### config.mk
export PLATFORM = sky130hd
export DESIGN_NAME = bus_protocol_target_flat
export DESIGN_NICKNAME = d
export VERILOG_FILES = /design/src/rtl/bus_protocol_target_if.sv /design/src/rtl/bus_protocol_target.sv /design/src/flat_wrapper.sv
export SDC_FILE = /design/constraint.sdc
export NUM_CORES = 1
export LEC_CHECK = 0
export BUFFER_PORTS_ARGS = -buffer_cell sky130_fd_sc_hd__buf_2
export CORE_MARGIN = 5
export CORE_UTILIZATION = 30
export DETAILED_ROUTE_END_ITERATION = 6
export SYNTH_ARGS = -nofsm -noshare
export SYNTH_HDL_FRONTEND = slang
export SYNTH_SLANG_ARGS = --single-unit
export TNS_END_PERCENT = 50
### constraint.sdc
create_clock -name clk -period 2.1 [get_ports clk]
set_input_delay 0.21 -clock clk [delete_from_list [all_inputs] [get_ports clk]]
set_output_delay 0.21 -clock clk [all_outputs]
set_load 0.1 [all_outputs]
### src/rtl/bus_protocol_target_if.sv
// rtl/bus_protocol_target_if.sv - dValid/dAck byte bus plus ready/valid drain port
interface bus_protocol_target_if #(
  parameter int DEPTH = 4
) ();
  logic                         dValid;
  logic [7:0]                   data;
  logic                         dAck;
  logic                         out_valid;
  logic [7:0]                   out_data;
  logic                         out_ready;
  logic [$clog2(DEPTH+1)-1:0]   fifo_level;
  logic                         proto_err;
  logic                         overflow;

  modport master (
    output dValid, data, out_ready,
    input  dAck, out_valid, out_data, fifo_level, proto_err, overflow
  );

  modport slave (
    input  dValid, data, out_ready,
    output dAck, out_valid, out_data, fifo_level, proto_err, overflow
  );
endinterface

### src/rtl/bus_protocol_target.sv
// rtl/bus_protocol_target.sv - dValid/dAck bus target with byte FIFO and violation flags
module bus_protocol_target #(
  parameter int ACK_CYCLE = 2,
  parameter int DEPTH     = 4
) (
  input  logic                  clk,
  input  logic                  reset,
  bus_protocol_target_if.slave  bus
);
  localparam int PW = (DEPTH > 1) ? $clog2(DEPTH) : 1;
  localparam int LW = $clog2(DEPTH + 1);
  localparam logic [2:0] RAISE_AT   = 3'(ACK_CYCLE - 1);
  localparam logic [2:0] RAISE_LAST = 3'd3;

  typedef enum logic [2:0] {S_IDLE, S_WAIT, S_ACK, S_DONE, S_HOLD} state_t;

  state_t        r_state;
  state_t        w_state_next;
  logic [2:0]    r_cnt;
  logic [2:0]    w_cnt_inc;
  logic [7:0]    r_ref_data;
  logic          r_mismatch;
  logic [7:0]    r_mem [DEPTH];
  logic [PW-1:0] r_wr_ptr;
  logic [PW-1:0] r_rd_ptr;
  logic [LW-1:0] r_level;
  logic          r_dack;
  logic          r_proto_err;
  logic          r_overflow;

  logic          w_full;
  logic          w_out_valid;
  logic          w_pop;
  logic          w_start;
  logic          w_count;
  logic          w_raise;
  logic          w_capture;
  logic          w_data_bad;
  logic          w_push;
  logic          w_drop;
  logic          w_err;

  assign w_full      = (r_level == LW'(DEPTH));
  assign w_out_valid = (r_level != '0);
  assign w_pop       = w_out_valid && bus.out_ready;
  assign w_cnt_inc   = (r_state == S_IDLE) ? 3'd1 : (r_cnt + 3'd1);

  always_ff @(posedge clk or posedge reset) begin
    if (reset) begin
      r_state <= S_IDLE;
    end else begin
      r_state <= w_state_next;
    end
  end

  always_comb begin
    w_state_next = r_state;
    case (r_state)
      S_IDLE: if (bus.dValid) w_state_next = w_raise ? S_ACK : S_WAIT;
      S_WAIT: begin
        if (!bus.dValid)  w_state_next = S_IDLE;
        else if (w_raise) w_state_next = S_ACK;
      end
      S_ACK:  w_state_next = bus.dValid ? S_DONE : S_IDLE;
      S_DONE: w_state_next = bus.dValid ? S_HOLD : S_IDLE;
      S_HOLD: if (!bus.dValid) w_state_next = S_IDLE;
      default: w_state_next = S_IDLE;
    endcase
  end

  // A full FIFO postpones the raise, but never past c3 so dAck still lands by c4.
  always_comb begin
    w_start    = (r_state == S_IDLE) && bus.dValid;
    w_count    = bus.dValid && ((r_state == S_IDLE) || (r_state == S_WAIT));
    w_raise    = w_count && (w_cnt_inc >= RAISE_AT) &&
                 (!w_full || (w_cnt_inc >= RAISE_LAST));
    w_capture  = (r_state == S_ACK) && bus.dValid;
    w_data_bad = r_mismatch || (bus.data != r_ref_data);
    w_push     = w_capture && !w_data_bad && (!w_full || w_pop);
    w_drop     = w_capture && !w_data_bad && w_full && !w_pop;
    w_err      = ((r_state == S_WAIT) && !bus.dValid) ||
                 ((r_state == S_ACK)  && (!bus.dValid || w_data_bad)) ||
                 ((r_state == S_DONE) && bus.dValid);
  end

  always_ff @(posedge clk or posedge reset) begin
    if (reset) begin
      r_dack      <= 1'b0;
      r_proto_err <= 1'b0;
      r_overflow  <= 1'b0;
      r_cnt       <= 3'd0;
      r_ref_data  <= 8'h00;
      r_mismatch  <= 1'b0;
      r_wr_ptr    <= '0;
      r_rd_ptr    <= '0;
      r_level     <= '0;
    end else begin
      r_dack      <= w_raise;
      r_proto_err <= w_err;
      r_overflow  <= w_drop;
      if (w_count) r_cnt <= w_cnt_inc;
      if (w_start) begin
        r_ref_data <= bus.data;
        r_mismatch <= 1'b0;
      end else if ((r_state == S_WAIT) && bus.dValid) begin
        r_mismatch <= r_mismatch | (bus.data != r_ref_data);
      end
      if (w_push) r_wr_ptr <= r_wr_ptr + PW'(1);
      if (w_pop)  r_rd_ptr <= r_rd_ptr + PW'(1);
      case ({w_push, w_pop})
        2'b10:   r_level <= r_level + LW'(1);
        2'b01:   r_level <= r_level - LW'(1);
        default: r_level <= r_level;
      endcase
    end
  end

  // Storage needs no reset: the level register alone decides what is valid.
  always_ff @(posedge clk) begin
    if (w_push) r_mem[r_wr_ptr] <= bus.data;
  end

  assign bus.dAck       = r_dack;
  assign bus.out_valid  = w_out_valid;
  assign bus.out_data   = w_out_valid ? r_mem[r_rd_ptr] : 8'h00;
  assign bus.fifo_level = r_level;
  assign bus.proto_err  = r_proto_err;
  assign bus.overflow   = r_overflow;
endmodule
### src/flat_wrapper.sv
// flat-port wrapper written by rule: the top's interface ports become plain ports
module bus_protocol_target_flat 
#(
  parameter int ACK_CYCLE = 2,
  parameter int DEPTH     = 4
)
  (clk, reset, bus_dValid, bus_data, bus_out_ready, bus_dAck, bus_out_valid, bus_out_data, bus_fifo_level, bus_proto_err, bus_overflow);
  bus_protocol_target_if #(.DEPTH(DEPTH)) bus_i ();
  input  logic clk;
  input  logic reset;
  input wire logic [$bits(bus_i.dValid)-1:0] bus_dValid;
  input wire logic [$bits(bus_i.data)-1:0] bus_data;
  input wire logic [$bits(bus_i.out_ready)-1:0] bus_out_ready;
  output wire logic [$bits(bus_i.dAck)-1:0] bus_dAck;
  output wire logic [$bits(bus_i.out_valid)-1:0] bus_out_valid;
  output wire logic [$bits(bus_i.out_data)-1:0] bus_out_data;
  output wire logic [$bits(bus_i.fifo_level)-1:0] bus_fifo_level;
  output wire logic [$bits(bus_i.proto_err)-1:0] bus_proto_err;
  output wire logic [$bits(bus_i.overflow)-1:0] bus_overflow;
  assign bus_i.dValid = bus_dValid;
  assign bus_i.data = bus_data;
  assign bus_i.out_ready = bus_out_ready;
  assign bus_dAck = bus_i.dAck;
  assign bus_out_valid = bus_i.out_valid;
  assign bus_out_data = bus_i.out_data;
  assign bus_fifo_level = bus_i.fifo_level;
  assign bus_proto_err = bus_i.proto_err;
  assign bus_overflow = bus_i.overflow;
  bus_protocol_target #(.ACK_CYCLE(ACK_CYCLE), .DEPTH(DEPTH)) u_core (.clk(clk), .reset(reset), .bus(bus_i));
endmodule
After elaboration in Yosys (flattened, before gate mapping)
Memories as Yosys holds them, arrays and structs flattened.
Cells that the tools add are included.
Widths: inputs -> output; s select.

operators by class
  add/sub/neg operators = 5
  magnitude comparators = 2
  equality and inequality tests = 11
  mux-type cells = 15
  bitwise logic cells = 1
  reduce and logical (&&, ||, !) cells = 30

operator list
  operator             number
  $mux 3               6
  $pmux 3 s5           1
  $logic_and 1x1->1    14
  $mux 8               1
  $ne 8x8->1           1
  $logic_or 1x1->1     7
  $add 3x1->3 const B  2
  $eq 3x2->1 const B   2
  $eq 3x3->1 const B   2
  $pmux 3 s2           1
  $add 2x1->2 const B  2
  $logic_not 1->1      4
  $mux 1               4
  $mux 2               2
  $ne 2x2->1 const B   2
  $reduce_bool 2->1    2
  $eq 3x1->1 const B   1
  $ge 3x1->1 const B   1
  $ge 3x2->1 const B   1
  $logic_not 3->1      1
  $ne 3x2->1 const B   1
  $reduce_and 3->1     1
  $reduce_bool 3->1    1
  $sub 3x1->3 const B  1
  other kinds (3)      3

word-level totals
  register bits after elaboration = 25
  bits in writable memories = 32
  output and inout port bits = 15
  memories kept = 1

memory list
  memory        depth  bits a word  read ports  clocked after Yosys merged registers in  wr ports  RTL line                   text
  u_core.r_mem  4      8            1           0                                        1         bus_protocol_target.sv:23  logic [7:0] r_mem [DEPTH];

Logic depth before layout (Yosys ltp)
Gate-level depths: netlist (run 1).

  depth after elaboration = 8
  depth in mapped cells = 10
  mapped depth without buffers = 9

Worst setup path before layout (run 1)
No wires, ideal clock.

  kind = register -> register
  start = register u_core.r_level[1], in the netlist u_core.bus.fifo_level[1]
  end = register u_core.r_level[1], in the netlist u_core.bus.fifo_level[1]
  arrival = 3.701 ns
  required time = 1.980 ns
  setup slack = -1.721 ns
  stages on the path, launching flop included = 11
  buffers on the path = 2
  path through = dfrtp_1 > buf_2 > inv_1 > nand3_1 > clkbuf_1 > nand3_1 > fa_1 > nor3_1 > a41o_2 > a21o_1 > o211a_1

on the way
  longest elaborated chain between the ends = 6
  elaborated cells between the ends (all ways) = 12

ends and longest elaborated chain
  element                                                 RTL line                    text
  start: declaration                                      bus_protocol_target.sv:26   logic [LW-1:0] r_level;
  start signal: assignment                                bus_protocol_target.sv:111  2'b10: r_level <= r_level + LW'(1);
  start signal: assignment                                bus_protocol_target.sv:112  2'b01: r_level <= r_level - LW'(1);
  start signal: assignment                                bus_protocol_target.sv:113  default: r_level <= r_level;
  $reduce_bool 3->1 (*)                                   bus_protocol_target.sv:44   assign w_out_valid = (r_level != '0);
  via bus_out_valid                                       flat_wrapper.sv:15          output wire logic [$bits(bus_i.out_valid)-1:0] bus_out_valid;
  $logic_and 1x1->1 (*)                                   bus_protocol_target.sv:45   assign w_pop = w_out_valid && bus.out_ready;
  $logic_or 1x1->1                                        bus_protocol_target.sv:79   w_push = w_capture && !w_data_bad && (!w_full || w_pop);
  $logic_and 1x1->1                                       bus_protocol_target.sv:79
  $eq 2x1->1 / $eq 2x2->1 (equally long branches)         bus_protocol_target.sv:110  case ({w_push, w_pop})
  $pmux 3 s2 / $reduce_bool 2->1 (equally long branches)  n/a

Mark *: on every way through the listed nets, which the timed path passes. The rest lies on a longest branch.
A chain may end at the register's enable or synchronous reset.

Worst setup path in the final report (run 1)
  start = register u_core.r_ref_data[3]
  end = register u_core.r_level[1], in the netlist u_core.bus.fifo_level[1]

on the way
  longest elaborated chain between the ends = 7
  elaborated cells between the ends (all ways) = 9

ends and longest elaborated chain
  element                                                 RTL line                    text
  start: declaration                                      bus_protocol_target.sv:21   logic [7:0] r_ref_data;
  start signal: assignment                                bus_protocol_target.sv:103  r_ref_data <= bus.data;
  $ne 8x8->1 (*)                                          bus_protocol_target.sv:78   w_data_bad = r_mismatch || (bus.data != r_ref_data);
  $logic_or 1x1->1 (*)                                    bus_protocol_target.sv:78
  $logic_not 1->1 (*)                                     bus_protocol_target.sv:79
  $logic_and 1x1->1 (*) (2 in series)                     bus_protocol_target.sv:79
  $eq 2x1->1 / $eq 2x2->1 (equally long branches)         bus_protocol_target.sv:110
  $pmux 3 s2 / $reduce_bool 2->1 (equally long branches)  n/a

Mark *: on every way between the ends. The rest lies on a longest branch, timed or not.

==> impl_metrics.toml, run 1 <==
[sta]
clock_skew_ns = 0.01128
hold_fails_final_rpt = 0
timing.final.crit_share = 1.054
timing.final.crit_period_ns = 2.213
max_clock_freq_mhz = 451.8
timing_worst_slew_pin_value_ns = 0.4912
fin_worst_setup_slack_ns = -0.1135
final-setup-viol-count = 2
grt_setup_unrepaired = "yes"
hold-worst-slack_ns = 0.1546
finalMaxSlewViolations = 0
maxSlewHeadroom = 0.6748

[die]
floorplan.die.width_um = 105.8
floorplan.core_area_um2 = 9109
design.die.area_um2 = 11190
boundaryPins = 27
floorplan.initialDensity = 0.3022
die_height_um = 105.8
placement_rows = 35

[setup_path]
reg2reg_to = "u_core.bus.fifo_level[1]"
worst-endpoint-required_ns = 2.38
setup.reg_to_reg.worst_slack_ns = -0.11
worstPathArrival_ns = 2.50
critPathMaxFanout = 2
timing.critical_path.from_type = "flop"
cp-end-kind = "flop"
timing.rr.start = "u_core.r_ref_data[3]"
crit_type = "reg2reg"
r2r.worst_path.cells = 9

[logic_synthesis]
sequential_area_share_after_synthesis = 0.5764
number_of_enable_type_register_cells_in_the_synthesized_netlist = 32
synth_seq_cells = 57
synthMostInstantiatedCell = "sky130_fd_sc_hd__edfxtp_1"
yosys_warnings = 0
number_of_nets_in_the_synthesized_netlist = 222
syn_avg_cell_area_um2 = 13.49
synthArstFlopShare = 0.4386
leading_area_contributor_after_synthesis = "sky130_fd_sc_hd__edfxtp_1"
number_of_instances_in_the_synthesized_netlist = 204
synth.cell_area_um2 = 2753
post_synth_main_area_contributors = "sky130_fd_sc_hd__edfxtp_1 (35%), sky130_fd_sc_hd__dfrtp_1 (23%), sky130_fd_sc_hd__mux4_2 (6.5%), sky130_fd_sc_hd__mux2_2 (2.9%), sky130_fd_sc_hd__xor2_1 (2.9%)"
yosys_most_used_dff = "sky130_fd_sc_hd__edfxtp_1"
yosysUniqueCellTypes = 51
synth.top_cells.by_count = "sky130_fd_sc_hd__edfxtp_1 (32), sky130_fd_sc_hd__dfrtp_1 (25), sky130_fd_sc_hd__and2_1 (12)"
synth.top_cell.area_share = 0.3491

[clock_network]
clock_insertion_delay_worst_skew_ns = 0.34
clock-sinks = 57
cts-htree-levels = 3
cts_root_buf = "sky130_fd_sc_hd__clkbuf_8"
cts_made_buffers = 9
tritoncts = "yes"
clockBufferDepth = 2
clkSlewWorstSetupHoldPaths_ns = 0.08

[placed_design]
placedInstanceArea_um2 = 3284
place_hpwl_mm = 4.240
dpl_worst_slack_ns = -0.1021
port_buffers = 26
routabilityCongestion = 0.8089

[grt]
grt_pass1_vias = 1923
first_pass_grt_wire_length_mm = 9.804
globalRouteOverflowTotal = 0
global_route.usage.total = 0.1140
initial_antenna_violation_count = 0
pin_count_of_the_biggest_net_entering_global_routing = 15

[routing]
detailroute.wirelength.met2_mm = 2.995
viasPerCell = 4.782
detail_route.iter0.violations = 83
vias = 1865
postRouteAntennaNets = 0
top_signal_layer_used = "met4"
first_pass_iters = 4
routedLengthMet1_mm = 2.639
wl_per_cell_um = 15.28
routed_wirelength_mm = 5.960
met3WireLength_um = 242
drt_drc_violations_left = 0

[pwr]
clockPowerShare = 0.217
total_switching_power_mw = 2.754
power.density_nw_per_um2 = 1618
p_comb_frac = 0.507
power.internal_mw = 3.187
switching_share = 0.4636
worst_ir_drop_vdd_v = 0.0006668
cellLeakagePower_nw = 1.486
power_frac_seq = 0.275

[final_layout]
signed_area_change_from_the_synthesized_netlist_to_the_final_layout_pct = 33.36
utilization = 0.4030
n_antenna_cell = 0
final_area_um2 = 3671
fraction_of_final_layout_cells_with_drive_strength_greater_than_1 = 0.4480
final_nets = 292

[hold_path]
hold_path_end = "u_core.r_mem[0][1]"
holdPathStages = 1
holdCritStartpoint = "bus_data[1]"
min_path_type = "in2reg"

[job]
drv.max_cap_violation_count = 0

[run_status]
run_status = "finished with violations"
violations = "negative setup slack"
[state kept, by name, summed over array words and instances (netlist names)]
| signal | count |
|---|---|
| u_core.r_state | 3 |
| u_core.bus.proto_err | 1 |
| u_core.r_rd_ptr | 2 |
| u_core.r_mismatch | 1 |
| u_core.r_wr_ptr | 2 |
| u_core.r_cnt | 3 |
| u_core.bus.overflow | 1 |
| u_core.bus.fifo_level | 3 |
| u_core.bus.dAck | 1 |
| u_core.r_ref_data | 8 |
| u_core.r_mem | 32 |
[power by group through the flow]
stage	Sequential, mW	Clock (mW)	Combinational [mW]
3_5_place_dp	1.64	0	2.92
4_1_cts	1.62	1.33	2.96
5_1_grt	1.67	1.38	3.21
6_report	1.64	1.29	3.01
2_1_floorplan	1.89	0	2.11
3_3_place_gp	1.63	0	2.90
[area by class of cell]
| class | instances | area, µm² |
|---|---|---|
| multi-input cells | 130 | 1166 |
| well taps | 111 | 138.9 |
| fillers | 865 | 5438 |
| clock inverters | 7 | 125.1 |
| clock buffers | 9 | 123.9 |
| inverters | 9 | 36.28 |
| repair buffers | 67 | 483.0 |
| flip-flops and latches | 57 | 1598 |
[cell families after synthesis]
family,share of synthesized area
DFF,0.5764
and+or+nand+nor,0.1464
muxes,0.1077
xor gates and xnor gates,0.04455
AOI/OAI and AO/OA,0.06955
adders and majority gates,0.03000
buffers and inverters,0.02545
[metal layers]
layer  vias to the layer above  GRT usage
li1                        893          -
met1                       926     0.1402
met2                        36     0.1835
met3                        10    0.04409
met4                         0    0.03793
met5                         -          0
[per-stage QoR]
step / TNS, ns / power, mW / std cells
5_1_grt: -0.5355 / 6.258 / 390
6_report: -0.1715 / 5.942 / 390
3_3_place_gp: -0.05136 / 4.526 / 367
2_1_floorplan: -0.3886 / 3.996 / 204
3_5_place_dp: -0.1327 / 4.555 / 367
4_1_cts: -0.1121 / 5.903 / 388
[repair_timing]
action | CTS | global route
setup endpoints to repair | 5 | 44
pin swaps | 10 | 11
endpoints found under the hold margin | 25 | 0
hold buffers | 1 | 0
gates resized for setup | 7 | 16
buffers inserted | 5 | 3
gates cloned | 0 | 0
[worst max-delay path, cell delays in order, from the launching register on]
cell	delay (ns)
sky130_fd_sc_hd__dfrtp_1	0.41
sky130_fd_sc_hd__xor2_2	0.17
sky130_fd_sc_hd__nor4_4	0.32
sky130_fd_sc_hd__nand4_2	0.16
sky130_fd_sc_hd__nand3_2	0.11
sky130_fd_sc_hd__fa_1	0.46
sky130_fd_sc_hd__nor3_2	0.12
sky130_fd_sc_hd__a41o_2	0.19
sky130_fd_sc_hd__a21o_1	0.09
sky130_fd_sc_hd__o211a_1	0.13
[worst max path at each step]
stage | start | to | slack (ns) | cells past startpoint
after floorplan | u_core.bus.fifo_level[1] | u_core.bus.fifo_level[1] | -0.22 | 10
after global placement | u_core.r_ref_data[3] | u_core.bus.fifo_level[1] | -0.05 | 9
after detailed placement | u_core.r_ref_data[3] | u_core.bus.fifo_level[1] | -0.10 | 9
after CTS | u_core.r_ref_data[4] | u_core.bus.fifo_level[1] | -0.10 | 9
after global routing | u_core.r_ref_data[3] | u_core.bus.fifo_level[1] | -0.26 | 9
final | u_core.r_ref_data[3] | u_core.bus.fifo_level[1] | -0.11 | 9
[placed cells by master, fill, tap and decap left out, types with 2 or more instances in the layout]
| cell type | synthesis | layout |
|---|---|---|
| sky130_fd_sc_hd__nand3_1 | 5 | 3 |
| sky130_fd_sc_hd__mux2_1 | 2 | 2 |
| sky130_fd_sc_hd__mux4_2 | 8 | 8 |
| sky130_fd_sc_hd__inv_2 | 1 | 3 |
| sky130_fd_sc_hd__nor4_1 | 2 | 2 |
| sky130_fd_sc_hd__o2111ai_1 | 2 | 2 |
| sky130_fd_sc_hd__dfrtp_1 | 25 | 22 |
| sky130_fd_sc_hd__mux2_2 | 7 | 7 |
| sky130_fd_sc_hd__buf_4 | 0 | 41 |
| sky130_fd_sc_hd__nor3_1 | 9 | 8 |
| sky130_fd_sc_hd__xor2_2 | 0 | 5 |
| sky130_fd_sc_hd__o21a_1 | 2 | 2 |
| sky130_fd_sc_hd__dfrtp_4 | 0 | 3 |
| sky130_fd_sc_hd__o21ai_0 | 4 | 4 |
| sky130_fd_sc_hd__inv_6 | 0 | 3 |
| sky130_fd_sc_hd__xnor2_1 | 5 | 5 |
| sky130_fd_sc_hd__nor2_1 | 10 | 10 |
| sky130_fd_sc_hd__xor2_1 | 9 | 4 |
| sky130_fd_sc_hd__nand2_1 | 7 | 7 |
| sky130_fd_sc_hd__buf_6 | 0 | 4 |
| sky130_fd_sc_hd__nor2_4 | 2 | 2 |
| sky130_fd_sc_hd__a21oi_1 | 6 | 6 |
| sky130_fd_sc_hd__inv_1 | 8 | 5 |
| sky130_fd_sc_hd__buf_2 | 5 | 20 |
| sky130_fd_sc_hd__and2_1 | 12 | 8 |
| sky130_fd_sc_hd__and2_4 | 0 | 4 |
| sky130_fd_sc_hd__edfxtp_1 | 32 | 32 |
| sky130_fd_sc_hd__clkbuf_8 | 0 | 9 |
| sky130_fd_sc_hd__ha_1 | 5 | 5 |
| sky130_fd_sc_hd__o31ai_1 | 2 | 2 |
| sky130_fd_sc_hd__bufinv_16 | 0 | 3 |
| sky130_fd_sc_hd__and3_1 | 3 | 3 |
| sky130_fd_sc_hd__nand3b_1 | 3 | 3 |
No activity file was read; power rests on OpenSTA's default activity.
==> inputs of run 2 (changes only) <==
Settings changed: CELL_PAD_IN_SITES_DETAIL_PLACEMENT set to 1, CELL_PAD_IN_SITES_GLOBAL_PLACEMENT set to 2, PLACE_DENSITY set to 0.6, TNS_END_PERCENT 50 to 30.
==> run 2 against run 1 <==
Compared with the run above:
- the run still ends with negative setup slack left
- flip-flop and latch count unchanged
- total power decreased by 1.9%
- worst hold slack worse by 0.016 ns
- design area down 2.1%
- routed wire length rose by 4.1%
- via count decreased by 3.5%
- sequential power about the same
- clock-buffer cell count stayed put
- first-iteration DRC count shrank 42%
- clock skew about the same
- non-clock buffer count is 10 lower
- worst setup slack better by 0.021 ns
- critical endpoint unchanged
- largest power group unchanged
==> impl_metrics.toml, run 2 (same netlist as run 1, synthesis figures left out) <==
[sta]
max_clock_freq_mhz = 456.1
timing.final.crit_period_ns = 2.192
hold-worst-slack_ns = 0.1388
fin_worst_setup_slack_ns = -0.09242
timing.final.crit_share = 1.044
maxSlewHeadroom = 0.6748
finalMaxSlewViolations = 0
hold_fails_final_rpt = 0
timing_worst_slew_pin_value_ns = 0.4911
clock_skew_ns = 0.01130
final-setup-viol-count = 1
grt_setup_unrepaired = "yes"

[pwr]
power.density_nw_per_um2 = 1622
worst_ir_drop_vdd_v = 0.0006536
cellLeakagePower_nw = 1.425

[die]
placement_rows = 35
boundaryPins = 27
floorplan.initialDensity = 0.3022
die_height_um = 105.8
floorplan.core_area_um2 = 9109
design.die.area_um2 = 11190
floorplan.die.width_um = 105.8

[setup_path]
cp-end-kind = "flop"
path_cells = "xor2_2 > nor4_4 > nand4_2 > nand3_2 > fa_1 > nor3_2 > a41o_2 > a21o_1 > o211a_1"
critPathSlowestCell = "sky130_fd_sc_hd__fa_1"
worst-endpoint-required_ns = 2.38
timing.critical_path.slowest_cell_delay_ns = 0.46
crit_type = "reg2reg"
critPathTopFamily = "simple AND/OR/NAND/NOR gates"
cp.buffers_inverters = 0
worstPathArrival_ns = 2.47
critPathMaxFanout = 2
timing.critical_path.from_type = "flop"

[routing]
postRouteAntennaNets = 0
vias = 1799
routed_wirelength_mm = 6.204
detail_route.iter0.violations = 48
drt_drc_violations_left = 0
wl_per_cell_um = 16.33
first_pass_iters = 4
viasPerCell = 4.734

[run_status]
violations = "negative setup slack"
run_status = "finished with violations"

[final_layout]
registers.top_by_ff_count = "u_core.r_mem"
n_antenna_cell = 0
reg_top3 = "u_core.r_mem x32, u_core.r_ref_data x8"
signed_area_change_from_the_synthesized_netlist_to_the_final_layout_pct = 30.59
register_area_um2 = 1599
fillCellCount = 985
final_nets = 282
multiInputGateArea_um2 = 1171
utilization = 0.3946
largest_reg_flops = 32
final_cell_mix = "sky130_fd_sc_hd__buf_4 (35), sky130_fd_sc_hd__edfxtp_1 (32), sky130_fd_sc_hd__dfrtp_1 (21)"
fraction_of_final_layout_cells_with_drive_strength_greater_than_1 = 0.4349
mostFrequentLayoutCell = "sky130_fd_sc_hd__buf_4"

[clock_network]
clkSlewWorstSetupHoldPaths_ns = 0.07
clock-sinks = 57
clock_insertion_delay_worst_skew_ns = 0.34
tritoncts = "yes"
clockBufferDepth = 2
cts-htree-levels = 3
cts_made_buffers = 9
cts_root_buf = "sky130_fd_sc_hd__clkbuf_8"

[grt]
pin_count_of_the_biggest_net_entering_global_routing = 26
initial_antenna_violation_count = 0
globalRouteOverflowTotal = 0
first_pass_grt_wire_length_mm = 10.27
grt_pass1_vias = 1924
global_route.usage.total = 0.1200

[placed_design]
port_buffers = 26
routabilityCongestion = 0.7472
place_hpwl_mm = 4.470

[job]
drv.max_cap_violation_count = 0

[hold_path]
min_path_type = "in2reg"
==> run 2: power by group <==
part / internal, mW / switching (mW) / total, mW
Clock: 0.677 / 0.482 / 1.16
Sequential: 1.41 / 0.242 / 1.65
Combinational: 0.997 / 2.03 / 3.02
==> run 2: cell type report <==
type | count | share of cell area
Timing Repair Buffer | 57 | 0.1176
Sequential cell | 57 | 0.4448
Tap cell | 111 | 0.03864
Clock buffer | 9 | 0.03446
Inverter | 9 | 0.01009
Clock inverter | 7 | 0.02854
Multi-Input combinational cell | 130 | 0.3258
==> run 2: what timing repair did <==
action,4_1_cts,5_1_grt
setup endpoints to repair,41,43
hold buffers,1,0
hold endpoints to repair,25,0
pin swaps,10,10
buffers inserted,3,5
gates resized for setup,13,8
==> run 2: through the flow <==
step	instances	setup WS, ns	area, µm²	power, mW	setup TNS, ns
floorplan	204	-0.2244	2811	3.996	-0.3886
global placement	360	-0.06504	3282	4.580	-0.07695
detailed placement	360	-0.08131	3282	4.602	-0.1024
CTS	378	-0.1306	3553	5.866	-0.1306
global route	380	-0.2056	3595	6.181	-1.477
finish	380	-0.09242	3595	5.831	-0.09242
==> run 2: routing by layer <==
layer	up-vias	wire length [µm]	track usage
li1	868	-	-
met1	899	2734	0.1492
met2	26	3142	0.1967
met3	6	248	0.03613
met4	0	78	0.04440
met5	-	0	0
==> run 2: path summary, 6_finish.rpt <==
check / cells after the start / endpoint / slack (ns) / start
max in group asynchronous: 4 / u_core.bus.fifo_level[2] / 1.33 / reset
hold reg to reg: 2 / u_core.r_cnt[1] / 0.49 / u_core.r_cnt[1]
setup / recovery: 9 / u_core.bus.fifo_level[1] / -0.09 / u_core.r_ref_data[3]
hold / removal: 2 / u_core.bus.proto_err / 0.14 / bus_dValid
min in group asynchronous: 4 / u_core.r_state[1] / 0.47 / reset
setup reg to reg: 9 / u_core.bus.fifo_level[1] / -0.09 / u_core.r_ref_data[3]
